`src/rtl/reg_wb_pkg.sv`:
```
// Shared types and sizing constants for the register write-back controller.
// Pure declarations, no logic.
// Widths here fix the load-queue entry layout used by the controller.
package reg_wb_pkg;

  localparam int DATA_WIDTH = 32;
  localparam int NUM_REGS   = 32;
  localparam int MAX_LOADS  = 4;

  localparam int REG_IDX_W  = $clog2(NUM_REGS);
  localparam int LOAD_CNT_W = $clog2(MAX_LOADS + 1);

  typedef logic [REG_IDX_W-1:0]  reg_idx_t;
  typedef logic [DATA_WIDTH-1:0] reg_data_t;

  typedef struct packed {
    reg_idx_t  rd;
    reg_data_t data;
  } wb_entry_t;

  typedef enum logic [1:0] {
    WB_NONE,
    WB_ALU,
    WB_LOAD
  } wb_src_e;

endpackage

```
`src/rtl/wb_load_queue.sv`:
```
// Two-entry in-order FIFO holding load returns that lost the write port.
// Latency: pushed entry is visible at head one cycle after push.
// Backpressure: full/empty are registered flags; caller must not push when full.
module wb_load_queue
  import reg_wb_pkg::*;
(
  input  logic      clk,
  input  logic      rst_n,
  input  logic      push,
  input  wb_entry_t push_entry,
  input  logic      pop,
  output wb_entry_t head,
  output logic      full,
  output logic      empty
);

  wb_entry_t  mem [2];
  logic       wr_ptr;
  logic       rd_ptr;
  logic [1:0] count;
  logic [1:0] count_next;

  assign head = mem[rd_ptr];

  // Occupancy after this cycle's push/pop; drives the registered flags.
  always_comb begin
    count_next = count + {1'b0, push} - {1'b0, pop};
  end

  // Storage needs no reset: entries are only read while counted as valid.
  always_ff @(posedge clk) begin
    if (push) begin
      mem[wr_ptr] <= push_entry;
    end
  end

  // Pointers, occupancy and flags; reset drops anything in flight.
  always_ff @(posedge clk or negedge rst_n) begin
    if (!rst_n) begin
      wr_ptr <= 1'b0;
      rd_ptr <= 1'b0;
      count  <= 2'd0;
      full   <= 1'b0;
      empty  <= 1'b1;
    end else begin
      if (push) wr_ptr <= ~wr_ptr;
      if (pop)  rd_ptr <= ~rd_ptr;
      count <= count_next;
      full  <= (count_next == 2'd2);
      empty <= (count_next == 2'd0);
    end
  end

endmodule

```
`src/rtl/reg_writeback_ctrl.sv`:
```
// Sole driver of the register-file write port: ALU > queued load > bypassed load.
// Latency: winner appears on wr_* one edge after it wins; busy clears one edge later.
// Backpressure: ALU never stalls; loads see ld_ready low while the 2-entry queue is full.
module reg_writeback_ctrl #(
  parameter int DATA_WIDTH = 32,
  parameter int NUM_REGS   = 32,
  parameter int MAX_LOADS  = 4
) (
  input  logic                             clk,
  input  logic                             rst_n,
  input  logic                             issue_valid,
  input  logic                             issue_is_load,
  input  logic [$clog2(NUM_REGS)-1:0]      issue_rd,
  input  logic [$clog2(NUM_REGS)-1:0]      issue_rs1,
  input  logic [$clog2(NUM_REGS)-1:0]      issue_rs2,
  output logic                             issue_stall,
  input  logic                             alu_valid,
  input  logic [$clog2(NUM_REGS)-1:0]      alu_rd,
  input  logic [DATA_WIDTH-1:0]            alu_data,
  input  logic                             ld_valid,
  output logic                             ld_ready,
  input  logic [$clog2(NUM_REGS)-1:0]      ld_rd,
  input  logic [DATA_WIDTH-1:0]            ld_data,
  output logic                             wr_en,
  output logic [$clog2(NUM_REGS)-1:0]      wr_reg,
  output logic [DATA_WIDTH-1:0]            wr_data,
  output logic [NUM_REGS-1:0]              busy,
  output logic [$clog2(MAX_LOADS+1)-1:0]   loads_pending
);
  import reg_wb_pkg::*;

  localparam int CNT_W = $clog2(MAX_LOADS + 1);
  localparam logic [CNT_W-1:0] LOADS_LIMIT = CNT_W'(MAX_LOADS);

  logic          ld_acc;
  logic          q_push;
  logic          q_pop;
  logic          q_full;
  logic          q_empty;
  wb_entry_t     q_head;
  wb_entry_t     ld_entry;
  wb_src_e       win_src;
  wb_entry_t     win_entry;
  logic          win_wr;
  logic          wr_is_load;
  logic          issue_set;
  logic          load_clr;
  logic [NUM_REGS-1:0] busy_next;

  // Queue full flag is itself a register, so ld_ready is glitch-free.
  assign ld_ready = !q_full;
  assign ld_acc   = ld_valid && ld_ready;
  assign ld_entry = '{rd: ld_rd, data: ld_data};

  wb_load_queue u_queue (
    .clk        (clk),
    .rst_n      (rst_n),
    .push       (q_push),
    .push_entry (ld_entry),
    .pop        (q_pop),
    .head       (q_head),
    .full       (q_full),
    .empty      (q_empty)
  );

  // Pick the write-port winner; accepted loads that lose go to the queue tail,
  // and a fresh load only bypasses when the queue is empty to keep accept order.
  always_comb begin
    win_src   = WB_NONE;
    win_entry = '0;
    q_pop     = 1'b0;
    q_push    = 1'b0;
    if (alu_valid) begin
      win_src   = WB_ALU;
      win_entry = '{rd: alu_rd, data: alu_data};
      q_push    = ld_acc;
    end else if (!q_empty) begin
      win_src   = WB_LOAD;
      win_entry = q_head;
      q_pop     = 1'b1;
      q_push    = ld_acc;
    end else if (ld_acc) begin
      win_src   = WB_LOAD;
      win_entry = ld_entry;
    end
  end

  // A winner targeting x0 is consumed without touching the port.
  assign win_wr = (win_src != WB_NONE) && (win_entry.rd != '0);

  // Registered write port; reg/data hold their last value while idle.
  always_ff @(posedge clk or negedge rst_n) begin
    if (!rst_n) begin
      wr_en      <= 1'b0;
      wr_reg     <= '0;
      wr_data    <= '0;
      wr_is_load <= 1'b0;
    end else begin
      wr_en      <= win_wr;
      wr_is_load <= win_wr && (win_src == WB_LOAD);
      if (win_wr) begin
        wr_reg  <= win_entry.rd;
        wr_data <= win_entry.data;
      end
    end
  end

  // Hazard stall: RAW on either source, WAW on a load's destination, or no load slots.
  always_comb begin
    issue_stall = issue_valid &&
                  (busy[issue_rs1] || busy[issue_rs2] ||
                   (issue_is_load && (busy[issue_rd] || (loads_pending == LOADS_LIMIT))));
  end

  assign issue_set = issue_valid && !issue_stall && issue_is_load && (issue_rd != '0);
  // Clear only once the load data has been on the port for a full cycle.
  assign load_clr  = wr_en && wr_is_load;

  // Scoreboard update; a same-register set is applied after the clear so it wins.
  always_comb begin
    busy_next = busy;
    if (load_clr)  busy_next[wr_reg]   = 1'b0;
    if (issue_set) busy_next[issue_rd] = 1'b1;
    busy_next[0] = 1'b0;
  end

  // Scoreboard bits and outstanding-load count.
  always_ff @(posedge clk or negedge rst_n) begin
    if (!rst_n) begin
      busy          <= '0;
      loads_pending <= '0;
    end else begin
      busy <= busy_next;
      case ({issue_set, load_clr})
        2'b10:   loads_pending <= loads_pending + CNT_W'(1);
        2'b01:   loads_pending <= loads_pending - CNT_W'(1);
        default: loads_pending <= loads_pending;
      endcase
    end
  end

endmodule

```
`config.mk`:
```
export PLATFORM = sky130hd
export DESIGN_NAME = reg_writeback_ctrl
export DESIGN_NICKNAME = d
export VERILOG_FILES = /design/src/rtl/reg_wb_pkg.sv /design/src/rtl/wb_load_queue.sv /design/src/rtl/reg_writeback_ctrl.sv
export SDC_FILE = /design/constraint.sdc
export NUM_CORES = 1
export LEC_CHECK = 0
export CAP_MARGIN = 30
export CORE_MARGIN = 3
export CORE_UTILIZATION = 48
export DETAILED_ROUTE_END_ITERATION = 10
export GPL_ROUTABILITY_DRIVEN = 1
export HOLD_SLACK_MARGIN = 0.06
export PLACE_DENSITY = 0.77
export SLEW_MARGIN = 20
export SYNTH_ARGS = -nofsm -noshare
export SYNTH_HDL_FRONTEND = slang
export SYNTH_SLANG_ARGS = --single-unit
```
`constraint.sdc`:
```
create_clock -name clk -period 8.5 [get_ports clk]
set_input_delay 2.55 -clock clk [delete_from_list [all_inputs] [get_ports clk]]
set_output_delay 2.55 -clock clk [all_outputs]
set_load 0.05 [all_outputs]
```
==> Word-level counts from Yosys, hierarchy flattened <==
Memories as Yosys holds them, arrays and structs flattened.
Index checks and enable logic that the tools add are counted.
{ "classes": {"n_addsub": 4, "magnitude_cmp": 6, "n_eq_ne": 5, "n_mux": 25, "bitwise": 5, "reduce_logical": 21} }
{ "ops": {"columns": ["operator", "count"], "rows": [
  ["37-bit 2-to-1 mux", 3],
  ["32-bit 2-to-1 mux", 2],
  ["32-bit AND", 1],
  ["32-bit inverter", 1],
  ["32-bit OR", 1],
  ["5-bit by 6-bit < comparator with 1-bit output, second input constant", 4],
  ["1-bit binary-select mux with 5-bit select", 3],
  ["1-bit logical AND", 11],
  ["1-bit 2-to-1 mux", 11],
  ["1-bit demux with 5-bit select", 2],
  ["5-bit by 1-bit >= comparator with 1-bit output, second input constant", 2],
  ["5-bit nonzero test", 2],
  ["2-bit == test, second input constant", 3],
  ["2-bit 2-to-1 mux", 3],
  ["3-bit case mux with 2 select lines", 1],
  ["2-bit nonzero test", 2],
  ["3-bit by 1-bit adder with 3-bit output, second input constant", 1],
  ["3-bit == test, second input constant", 1],
  ["1-bit logical OR", 3],
  ["3-bit by 1-bit subtractor with 3-bit output, second input constant", 1],
  ["2-bit by 1-bit adder with 2-bit output", 1],
  ["2-bit by 1-bit == test with 1-bit output, second input constant", 1],
  ["1-bit zero test", 2],
  ["2-bit zero test", 1],
  ["other kinds (2)", 3]
]} }
{ "totals": {"register_bits": 79, "ram_bits": 74, "input_bits": 95, "out_inout_bits": 75, "n_memories": 1} }
{ "memory_table": {"columns": ["memory", "depth", "width", "rd", "rd_clocked_by_memory_dff", "write_ports", "line_no", "text"], "rows": [
  ["u_queue.mem", 2, 37, 1, 0, 1, "wb_load_queue.sv:17", "wb_entry_t mem [2];"]
]} }

==> Logic depth before layout (Yosys ltp) <==
{ "depth": {"depth_word": 12, "ltp_mapped": 13, "mapped_depth_nobuf": 12} }

==> Hierarchy <==
From an unflattened synthesis, not the netlist that was laid out.
{ "unflattened": {"hier_cells": 588, "area_unflattened_um2": 7569.8} }
{ "modules_own_cells": {"columns": ["mod", "instances", "cells_each", "area_each_um2", "seq_area_each_um2"], "rows": [
  ["reg_writeback_ctrl", 1, 456, 4568.1, 1826.8],
  ["wb_load_queue", 1, 132, 3001.6, 2373.5]
]} }

==> Least setup slack after synthesis <==
OpenSTA, ideal clock, no wires.
{ "synth_timing": {"path_kind": "input port to output port", "startpoint": "in issue_rs2[2]", "endpoint": "out issue_stall", "arrival_time_ps": 4555, "setup_slack_ps": 1395, "cell_stages": 7, "n_path_buf": 2, "cell_sequence": "buf_6 -> mux4_2 -> and3_1 -> o41a_1 -> a221o_2 -> buf_6 -> o21a_1"} }
{ "synth_via": {"elab_chain_len": 5} }
{ "synth_lines": {"columns": ["element", "line_no", "text"], "rows": [
  ["start, declared", "reg_writeback_ctrl.sv:15", "input logic [$clog2(NUM_REGS)-1:0] issue_rs2,"],
  ["1-bit binary-select mux with 5-bit select", "reg_writeback_ctrl.sv:111", "(busy[issue_rs1] || busy[issue_rs2] ||"],
  ["1-bit 2-to-1 mux (not written as such)", "reg_writeback_ctrl.sv:111", null],
  ["1-bit logical OR (2 in a row)", "reg_writeback_ctrl.sv:111", null],
  ["1-bit logical AND", "reg_writeback_ctrl.sv:110", "issue_stall = issue_valid &&"],
  ["end, declared", "reg_writeback_ctrl.sv:16", "output logic issue_stall,"]
]} }
No other way between the ends. The select of a mux whose other input is x is not followed.

==> Worst setup path after layout <==
{ "layout_timing": {"startpoint": "in issue_rs1[0]", "endpoint": "out issue_stall"} }
{ "layout_via": {"elab_chain_len": 5} }
{ "layout_lines": {"columns": ["element", "line_no", "text"], "rows": [
  ["start, declared", "reg_writeback_ctrl.sv:14", "input logic [$clog2(NUM_REGS)-1:0] issue_rs1,"],
  ["1-bit binary-select mux with 5-bit select", "reg_writeback_ctrl.sv:111", null],
  ["1-bit 2-to-1 mux (not written as such)", "reg_writeback_ctrl.sv:111", null],
  ["1-bit logical OR (2 in a row)", "reg_writeback_ctrl.sv:111", null],
  ["1-bit logical AND", "reg_writeback_ctrl.sv:110", null]
]} }
No other way between the ends. The select of a mux whose other input is x is not followed.

==> out/metrics.csv <==
metric;value;unit
postRouteWirelength;20.9;mm
overflow;0;
fmax;130;MHz
avgSynthCellArea;13.2;µm²
cts.repair.resized;0;
largest_reg_flops;74;
synth_area;7410;µm²
num_vias;5762;
numCtsBuffers;17;
routedWlPerCell;23.0;µm
yosysWarnings;0;
synth-edff-count;74;
peakVddDrop;0.245;mV
critPathCaptureType;output pin;
postSynthCellCount;560;
nets;811;
rows;44;
synthSimpleGateAreaFrac;0.0716;
synthFlopType;dfrtp_1;
areaGrowthSynthToFinish;33.8;%
status;complete, no violations;
synth_compound_area_frac;0.136;
crit_required;5950;ps
dieArea;17000;µm²
synth_nets;659;
synth.area.mux_share;0.173;
setup.worst_path.start_class;primary input;
slew_headroom;0.385;
synthAdderAreaFrac;0.00776;
initialDrtViolationCount;448;
hpwl;14.0;mm
synth-xor-area-share;0.00827;
clk_pin_slew;60;ps
synth_seq_cells;153;
async_reset_ff_frac;0.516;
leakage;3.81;nW
hp-class;flip-flop to flip-flop;
cts-root-buf;clkbuf_16;
ff2ff_setup_slack;4950;ps
regToRegStartpoint;busy[31];
insertion_delay;430;ps
ios;170;
grt_setup_unrepaired;false;
grt_pass1_vias;5849;
vias_per_cell;6.34;
antenna_found_initial;0;
globalRouteTotalUtil;0.249;
drv_cap;0;
grt_max_degree;41;
regMostFlops;u_queue.mem;
final_hold_viol_count;0;
utilization;0.670;
min_period_over_period;0.903;
slew_violations;0;
design.core.area;14800;µm²
die_y;130;µm
clockBufferDepth;2;
layout-drive-gt1-share;0.138;
die_w;130;µm
cts_hold_buf;0;
drc_errors;0;
port_buffers;168;
tns;0;ps
ys_seq_area_frac;0.567;
htree_levels;4;
grt_pass1_wl;32.5;mm
setup_viol;0;
ant_nets;0;
reg_top3;u_queue.mem: 74 flops, wr_data: 32 flops, busy: 31 flops;
startpoint;issue_rs1[0];
cts.sinks;153;
place_congestion;0.995;
hp-start;wr_data[15];
fin_crit;7680;ps
synth.distinct_cells;57;
critPathMaxFanout;11;
cts_tree;yes;
synth_top_family_by_area;multiplexers;
tightest_slew;923;ps
arrival;5130;ps
p_per_area;379;nW/µm²
start_util;0.501;
clock_skew;10.6;ps
drt_pass1_iterations;6;
diodes;0;
worst-setup-path-type;primary input to output pin;
post-cts-setup-buffers;0;
cells in the mapped netlist, drive strengths merged (2+ instances only):
cell,count,area (µm²)
edfxtp,74,2220
inv,11,41.3
mux2i,61,611
a221oi,2,17.5
buf,26,160
or3,3,20.0
o41ai,31,272
nand2,8,30.0
or3b,4,35.0
a21o,4,30.0
mux4,12,289
nand3,8,40.0
dfrtp,78,1950
and3,2,12.5
and2,3,18.8
a221o,37,372
ha,3,37.5
o21ai,35,175
o22ai,4,25.0
nand3b,8,60.1
xnor2,5,43.8
nand4,2,12.5
nor2,50,188
a21boi,2,15.0
clkbuf,18,67.6
nand2b,3,18.8
a21oi,2,10.0
mux2,34,383
xor2,2,17.5
nor3,3,15.0
or2,3,18.8
nor2b,3,18.8
kinds of logic (layout without fill, tap and decap cells):
logic type,count (synthesis),after routing
AO/OA/AOI/OAI,128,128
XOR/XNOR,7,7
adder cells (fa/ha/maj),4,4
buffers and inverters,55,220
flip-flops,153,153
multiplexers,107,107
other,1,1
AND/OR/NAND/NOR,105,105
metrics by stage:
step                      hold WS [ps]  instance area, µm²  cells  total power [W]  worst slack [ps]
after detailed placement           497                9190    874          0.00288               826
final                              509                9920    909          0.00375               822
after global routing               525                9920    909          0.00391               704
after CTS                          511                9860    906          0.00375               816
after global placement             486                9140    872          0.00282               854
after floorplan                    460                7410    560          0.00230              1400
report_power, final:
part / internal (W) / switching, W / total [W] / leakage, nW
Clock: 0.000567 / 0.000293 / 0.000860 / 0.328
Sequential: 0.00103 / 0.000223 / 0.00125 / 1.60
Combinational: 0.000633 / 0.00101 / 0.00164 / 1.88
path summary, 6_finish.rpt:
kind                                    end  depth (start not counted)
setup / recovery                issue_stall                          7
hold / removal                  wr_data[15]                          1
setup reg to reg           loads_pending[2]                         12
hold reg to reg                 wr_data[15]                          1
max in group asynchronous     u_queue.empty                          2
min in group asynchronous       wr_data[28]                          1
routing by layer:
metal / wire [µm] / share of wire / GRT usage / vias to the layer above
li1: - / - / - / 2497
met1: 8530 / 0.41 / 0.329 / 2934
met2: 10200 / 0.49 / 0.401 / 305
met3: 1900 / 0.091 / 0.0798 / 26
met4: 269 / 0.013 / 0.0666 / 0
met5: 0 / 0 / 0 / -
cell usage in the layout (no fill, tap or decap), types with 4 or more instances in the layout:
master,instances
mux4_2,7
o22ai_1,4
mux2i_1,61
or3b_2,4
buf_4,6
nand3b_1,8
o41ai_1,31
mux4_1,5
clkdlybuf4s50_1,166
dfrtp_1,77
edfxtp_1,74
inv_1,11
a21o_1,4
a221o_1,36
nand2_1,8
nor2_1,48
xnor2_1,5
mux2_2,34
nand3_1,8
clkbuf_16,17
o21ai_0,35
bufinv_16,6
area by class of cell:
type | instances | area [µm²]
clock buffers | 21 | 460
clock inverters | 11 | 215
fillers | 1077 | 4890
inverters | 11 | 41.3
multi-input cells | 352 | 2960
flip-flops and latches | 153 | 4200
well taps | 184 | 230
repair buffers | 177 | 1810
critical path, cell delays in order:
cell             delay, ps
clkdlybuf4s50_1        900
mux4_2                 580
a21boi_0               160
o21ai_0                110
a221o_2                410
o21a_1                 220
buf_4                  190
(Power assumes the default switching activity.)
